===== src/rtl/mem_arb_pkg.sv =====
// Shared types and constants for the two-port SRAM arbiter: FSM states,
// port indices, the latched access record and the registered pad bundle.
package mem_arb_pkg;

  typedef enum logic [1:0] {
    IDLE   = 2'd0,
    SETUP  = 2'd1,
    STROBE = 2'd2,
    DONE   = 2'd3
  } arb_state_t;

  localparam logic PORT_CPU = 1'b0;
  localparam logic PORT_DMA = 1'b1;

  localparam int ADDR_W = 20;
  localparam int DATA_W = 16;

  // Everything captured from the granted port at grant time.
  typedef struct packed {
    logic              idx;
    logic              we;
    logic [1:0]        be;
    logic [ADDR_W-1:0] addr;
    logic [DATA_W-1:0] wdata;
  } access_t;

  // All SRAM-side and ack outputs, registered together as one bundle.
  typedef struct packed {
    logic              ce;
    logic              ub;
    logic              lb;
    logic              oe;
    logic              we;
    logic              data_oe;
    logic [ADDR_W-1:0] a;
    logic [DATA_W-1:0] data_out;
    logic              ack0;
    logic              ack1;
  } pads_t;

  // Bus parked: strobes inactive, pad released, address zeroed.
  function automatic pads_t idle_pads(input logic [DATA_W-1:0] data_out);
    pads_t p;
    p.ce       = 1'b1;
    p.ub       = 1'b1;
    p.lb       = 1'b1;
    p.oe       = 1'b1;
    p.we       = 1'b1;
    p.data_oe  = 1'b0;
    p.a        = '0;
    p.data_out = data_out;
    p.ack0     = 1'b0;
    p.ack1     = 1'b0;
    return p;
  endfunction

endpackage


===== src/rtl/mem_arb_rr.sv =====
// Two-way round-robin grant: a lone requester always wins, a tie goes to
// the port that was not granted last.
module mem_arb_rr (
  input  logic req0,
  input  logic req1,
  input  logic last_grant,
  output logic gnt_valid,
  output logic gnt_idx
);
  import mem_arb_pkg::*;

  always_comb begin
    gnt_valid = req0 | req1;
    gnt_idx   = PORT_CPU;
    if (req0 && req1) begin
      gnt_idx = ~last_grant;
    end else if (req1) begin
      gnt_idx = PORT_DMA;
    end
  end

endmodule


===== src/rtl/mem_arbiter.sv =====
// Two-port arbiter in front of an asynchronous 16-bit SRAM. Each access runs
// IDLE -> SETUP -> STROBE (WAIT_CYCLES+1) -> DONE; all pad outputs are flops.
module mem_arbiter #(
  parameter int WAIT_CYCLES = 1
) (
  input  logic        Clk,
  input  logic        Reset,
  input  logic        req0,
  input  logic        req1,
  input  logic        we0,
  input  logic        we1,
  input  logic [1:0]  be0,
  input  logic [1:0]  be1,
  input  logic [19:0] addr0,
  input  logic [19:0] addr1,
  input  logic [15:0] wdata0,
  input  logic [15:0] wdata1,
  output logic        ack0,
  output logic        ack1,
  output logic [15:0] rdata,
  output logic        CE,
  output logic        UB,
  output logic        LB,
  output logic        OE,
  output logic        WE,
  output logic [19:0] A,
  output logic [15:0] Data_out,
  output logic        Data_oe,
  input  logic [15:0] Data_in
);
  import mem_arb_pkg::*;

  localparam logic [2:0] WAIT_LOAD = WAIT_CYCLES[2:0];

  arb_state_t  r_state, w_state_next;
  logic [2:0]  r_wait_cnt, w_wait_cnt_next;
  access_t     r_acc, w_acc_next;
  logic        r_last_grant, w_last_grant_next;
  logic [15:0] r_rdata, w_rdata_next;
  pads_t       r_pads, w_pads_next;
  logic        w_gnt_valid;
  logic        w_gnt_idx;

  mem_arb_rr u_rr (
    .req0       (req0),
    .req1       (req1),
    .last_grant (r_last_grant),
    .gnt_valid  (w_gnt_valid),
    .gnt_idx    (w_gnt_idx)
  );

  always_comb begin : next_state
    w_state_next      = r_state;
    w_wait_cnt_next   = r_wait_cnt;
    w_acc_next        = r_acc;
    w_last_grant_next = r_last_grant;
    w_rdata_next      = r_rdata;
    unique case (r_state)
      IDLE: begin
        if (w_gnt_valid) begin
          w_state_next      = SETUP;
          w_last_grant_next = w_gnt_idx;
          w_acc_next.idx    = w_gnt_idx;
          if (w_gnt_idx == PORT_DMA) begin
            w_acc_next.we    = we1;
            w_acc_next.be    = be1;
            w_acc_next.addr  = addr1;
            w_acc_next.wdata = wdata1;
          end else begin
            w_acc_next.we    = we0;
            w_acc_next.be    = be0;
            w_acc_next.addr  = addr0;
            w_acc_next.wdata = wdata0;
          end
        end
      end
      SETUP: begin
        w_state_next    = STROBE;
        w_wait_cnt_next = WAIT_LOAD;
      end
      STROBE: begin
        if (r_wait_cnt == 3'd0) begin
          w_state_next = DONE;
          if (!r_acc.we) begin
            w_rdata_next = Data_in;
          end
        end else begin
          w_wait_cnt_next = r_wait_cnt - 3'd1;
        end
      end
      DONE: begin
        w_state_next = IDLE;
      end
      default: begin
        w_state_next = IDLE;
      end
    endcase
  end

  // Pads are decoded from the upcoming state so the flops line up with it.
  always_comb begin : pad_next
    w_pads_next = idle_pads(w_acc_next.wdata);
    unique case (w_state_next)
      SETUP, STROBE: begin
        w_pads_next.ce = 1'b0;
        w_pads_next.a  = w_acc_next.addr;
        w_pads_next.ub = ~w_acc_next.be[1];
        w_pads_next.lb = ~w_acc_next.be[0];
        if (w_acc_next.we) begin
          w_pads_next.data_oe = 1'b1;
          w_pads_next.we      = (w_state_next != STROBE);
        end else begin
          w_pads_next.oe = 1'b0;
        end
      end
      DONE: begin
        // Keep driving write data one extra cycle for SRAM data hold.
        w_pads_next.data_oe = w_acc_next.we;
        w_pads_next.ack0    = (w_acc_next.idx == PORT_CPU);
        w_pads_next.ack1    = (w_acc_next.idx == PORT_DMA);
      end
      default: begin
      end
    endcase
  end

  always_ff @(posedge Clk) begin
    if (Reset) begin
      r_state      <= IDLE;
      r_wait_cnt   <= 3'd0;
      r_acc        <= '0;
      r_last_grant <= PORT_DMA;
      r_rdata      <= 16'h0000;
      r_pads       <= idle_pads(16'h0000);
    end else begin
      r_state      <= w_state_next;
      r_wait_cnt   <= w_wait_cnt_next;
      r_acc        <= w_acc_next;
      r_last_grant <= w_last_grant_next;
      r_rdata      <= w_rdata_next;
      r_pads       <= w_pads_next;
    end
  end

  assign ack0     = r_pads.ack0;
  assign ack1     = r_pads.ack1;
  assign rdata    = r_rdata;
  assign CE       = r_pads.ce;
  assign UB       = r_pads.ub;
  assign LB       = r_pads.lb;
  assign OE       = r_pads.oe;
  assign WE       = r_pads.we;
  assign A        = r_pads.a;
  assign Data_out = r_pads.data_out;
  assign Data_oe  = r_pads.data_oe;

endmodule


===== config.mk =====
export PLATFORM = sky130hd
export DESIGN_NAME = mem_arbiter
export DESIGN_NICKNAME = d
export VERILOG_FILES = /design/src/rtl/mem_arb_pkg.sv /design/src/rtl/mem_arb_rr.sv /design/src/rtl/mem_arbiter.sv
export SDC_FILE = /design/constraint.sdc
export NUM_CORES = 1
export LEC_CHECK = 0
export ABC_AREA = 1
export BUFFER_PORTS_ARGS = -buffer_cell sky130_fd_sc_hd__clkbuf_2
export CAP_MARGIN = 20
export CORE_MARGIN = 5
export CORE_UTILIZATION = 30
export CTS_CLUSTER_SIZE = 40
export DETAILED_ROUTE_END_ITERATION = 8
export HOLD_SLACK_MARGIN = 0.05
export PLACE_DENSITY = 0.58
export REMOVE_ABC_BUFFERS = 1
export SYNTH_ARGS = -nofsm -noshare
export SYNTH_HDL_FRONTEND = slang
export SYNTH_SLANG_ARGS = --single-unit
export TNS_END_PERCENT = 20

===== constraint.sdc =====
create_clock -name Clk -period 3.2 [get_ports Clk]
set_input_delay 0.48 -clock Clk [delete_from_list [all_inputs] [get_ports Clk]]
set_output_delay 0.48 -clock Clk [all_outputs]
set_load 0.01 [all_outputs]

==> impl_results.md <==
* WHS Endpoint: Data_out[14]
* Layout Nets at 731
* Critical Path RT at 3.46 ns
* Total of warnings raised by yosys at 0
* Count of unresolved DRC violations after routing at 0
* Clock network latency to the later pin of the worst-skew pair at 0.33 ns
* Worst setup SP type: register
* Clock-pin transition on the worst setup and hold timing paths at 0.07 ns
* Average routed wire per standard cell at 12.3 um
* Number of pins with negative max-slew slack in the final report at 0
* Vias after detailed routing at 3520
* Least-Margin Pin Slew at 0.758 ns
* Die Ht at 124 um
* Final setup TNS at 0 ns
* Post-CTS Resized at 0
* Initial Util at 30.6%
* Power density relative to cell area at 745 nW/um^2
* Slowest Stage Delay on Critical Path at 0.37 ns
* Placement Rows at 41
* Netlist Area Pre-Place at 3860 sq um
* Flop-to-flop setup slack at 0.85 ns
* GR Util met2 at 22.5%
* Half-perimeter wire length of the detailed placement result at 7420 um
* Final core area utilization at 38.8%
* Total chip power at 3.65 mW
* Count of hold-fix buffers inserted at cts at 0
* Maximum clock frequency at 426 MHz
* Family of cells with the greatest summed delay on the critical path: buffers and inverters
* Pin count of the biggest net entering global routing at 56
* Most frequent standard cell in the layout excluding fill and tap cells: sky130_fd_sc_hd__clkbuf_2
* CTS Buf Count at 9
* Number of antenna repair diodes at 0
* Clock tree from TritonCTS: yes
* Number of buffer and inverter instances along the worst setup path at 4
* Clk root buf: sky130_fd_sc_hd__clkbuf_16
* List of cells traversed by the critical path: inv_1 > ha_1 > inv_1 > nor2_1 > o21ai_0 > nand2_1 > inv_1 > ha_1 > nor2_1 > inv_1 > a21oi_1
* Max-cap violations at 0
* Reg-to-reg endpoint: A[16]
* # port buffers at 157
* Launch point of the worst hold path: wdata1[14]
* Data arrival, critical path at 2.61 ns
* Count of mapped cells out of synthesis at 495
* Share of the yosys chip area belonging to registers at 46.6%
* Worst-path cell with the longest stage delay: sky130_fd_sc_hd__inv_1
* Final Skew at 0.00841 ns
* Total global-route track usage at 12.8%
* Start point of the critical path: r_state[0]
* Number of top-level pins at 158
* Number of global-route vias before repair at 3430
* Placer's final routability congestion estimate at 0.794
* Number of buffers between clock root and the deepest sink at 2
* Distinct cells, synth at 24
* Static power due to leakage at 2.42 nW
* Number of cells on the worst reg-to-reg path at 11
* Path category of the worst min-delay check: in2reg
* Critical path class: reg2reg
* Buffer count from post-CTS setup fixing at 0
* Area of the core region at 12600 sq um
* Run status: finished, final reports clean
* Post-Place Cells at 785
* Cell mode on critical path: sky130_fd_sc_hd__inv_1
* Most crowded layer after global routing: met2
* Fin crit period at 2.35 ns
* Synthesized area per cell at 7.81 sq um
* Antenna-violating nets left at 0
* Area Growth Syn to Fin at 26.8%
* Hold violation total from the final report at 0
* Maximum fanout along the worst path at 21
* Iteration-0 DRC count of the detailed router at 176
* Total length of routed wires at 9850 um
* Sinks on Clock Net at 90
* Met1 usage at 16.2%
* Share of layout cells above drive strength 1 at 31.5%
* Via/cell ratio at 4.39
* Post-Layout Cell Count at 801
* Congestion Overflow GR at 0
* Type of destination of the critical path: register
* Max transition margin at 49.4%
* Die width at 124 um
* Global Route met3 Usage at 3.20%
* Hold Path Cell Cnt at 3
* Max rail drop VDD at 0.323 mV
* Final cycle utilization of the critical path at 73.4%
* Number of register bits inferred by synthesis at 90
* Worst reg2reg startpoint: r_state[0]
* Floorplan die area at 15300 sq um
* Total number of H-tree levels at 3
* Unrepaired setup endpoints after global routing: false
* Number of antenna violations at the first check in global routing at 0
* Most frequent cells in the layout: 157 x sky130_fd_sc_hd__clkbuf_2, 98 x sky130_fd_sc_hd__nand2_1, 90 x sky130_fd_sc_hd__dfxtp_1
* First-pass iteration count of the detailed router at 4
* Global-route wire length before repair at 15900 um
* Final-report setup violation count at 0
==> cell usage after synthesis, drive strengths merged <==
| library cell | instances | area share [%] |
|---|---|---|
| nand2 | 100 | 9.8 |
| nand3b | 22 | 4.3 |
| inv | 43 | 4.2 |
| o21ai | 35 | 4.5 |
| clkbuf | 11 | 1.1 |
| xor2 | 1 | 0.23 |
| nand3 | 27 | 5.1 |
| ha | 9 | 2.9 |
| nor2 | 60 | 6.3 |
| buf | 33 | 6.6 |
| dfxtp | 90 | 47 |
| a21oi | 61 | 7.9 |
| nand4 | 1 | 0.16 |
| o21bai | 1 | 0.19 |
| or2 | 1 | 0.16 |
==> worst register-to-register path, delay by kind of cell (launching register included) <==
| family | cells | cell delay, ns |
|---|---|---|
| flops | 1 | 0.34 |
| compound gates | 2 | 0.34 |
| buf+inv | 4 | 0.62 |
| fa+ha+maj | 2 | 0.54 |
| simple gates | 3 | 0.44 |
==> logic make-up after synthesis <==
logic type	share of synthesized area, %
AOI/OAI and AO/OA	12.6
xor gates and xnor gates	0.227
adders and majority gates	2.91
buffers and inverters	11.8
DFF	46.6
and+or+nand+nor	25.8
==> flip-flops by register name, summed over array words and instances, names as in the netlist <==
register	cells
rdata	16
WE	1
CE	1
Data_out	16
r_last_grant	1
LB	1
ack0	1
Data_oe	1
OE	1
r_wait_cnt	3
ack1	1
A	20
r_state	2
r_acc	24
UB	1
==> worst max path at each step <==
stage | cells past startpoint | end
2_1_floorplan | 8 | Data_oe
3_3_place_gp | 10 | A[4]
3_5_place_dp | 11 | A[15]
4_1_cts | 11 | A[16]
5_1_grt | 11 | A[18]
6_report | 11 | A[16]
==> metal layers <==
metal / up-vias / wire length, um
li1: 1822 / -
met1: 1602 / 4460
met2: 90 / 4780
met3: 6 / 558
met4: 0 / 45
met5: - / 0
==> stage by stage <==
step,hold slack (ns),setup WS [ns],area [sq um]
3_3_place_gp,0.449,0.984,4610
4_1_cts,0.364,0.828,4900
3_5_place_dp,0.463,0.850,4610
6_report,0.372,0.852,4900
5_1_grt,0.388,0.595,4900
2_1_floorplan,0.433,0.917,3570
==> area by class of cell <==
cell class | count | area [sq um]
clock buffers | 9 | 225
multi-input cells | 318 | 1610
flip-flops and latches | 90 | 1800
clock inverters | 7 | 67.6
fillers | 1343 | 7720
well taps | 172 | 215
repair buffers | 162 | 823
inverters | 43 | 161
==> power breakdown <==
group | total [mW] | internal [mW] | switching (mW) | leakage, nW
Combinational | 1.14 | 0.420 | 0.722 | 1.54
Sequential | 1.48 | 1.38 | 0.103 | 0.739
Clock | 1.03 | 0.550 | 0.477 | 0.142
(Power assumes the default switching activity.)
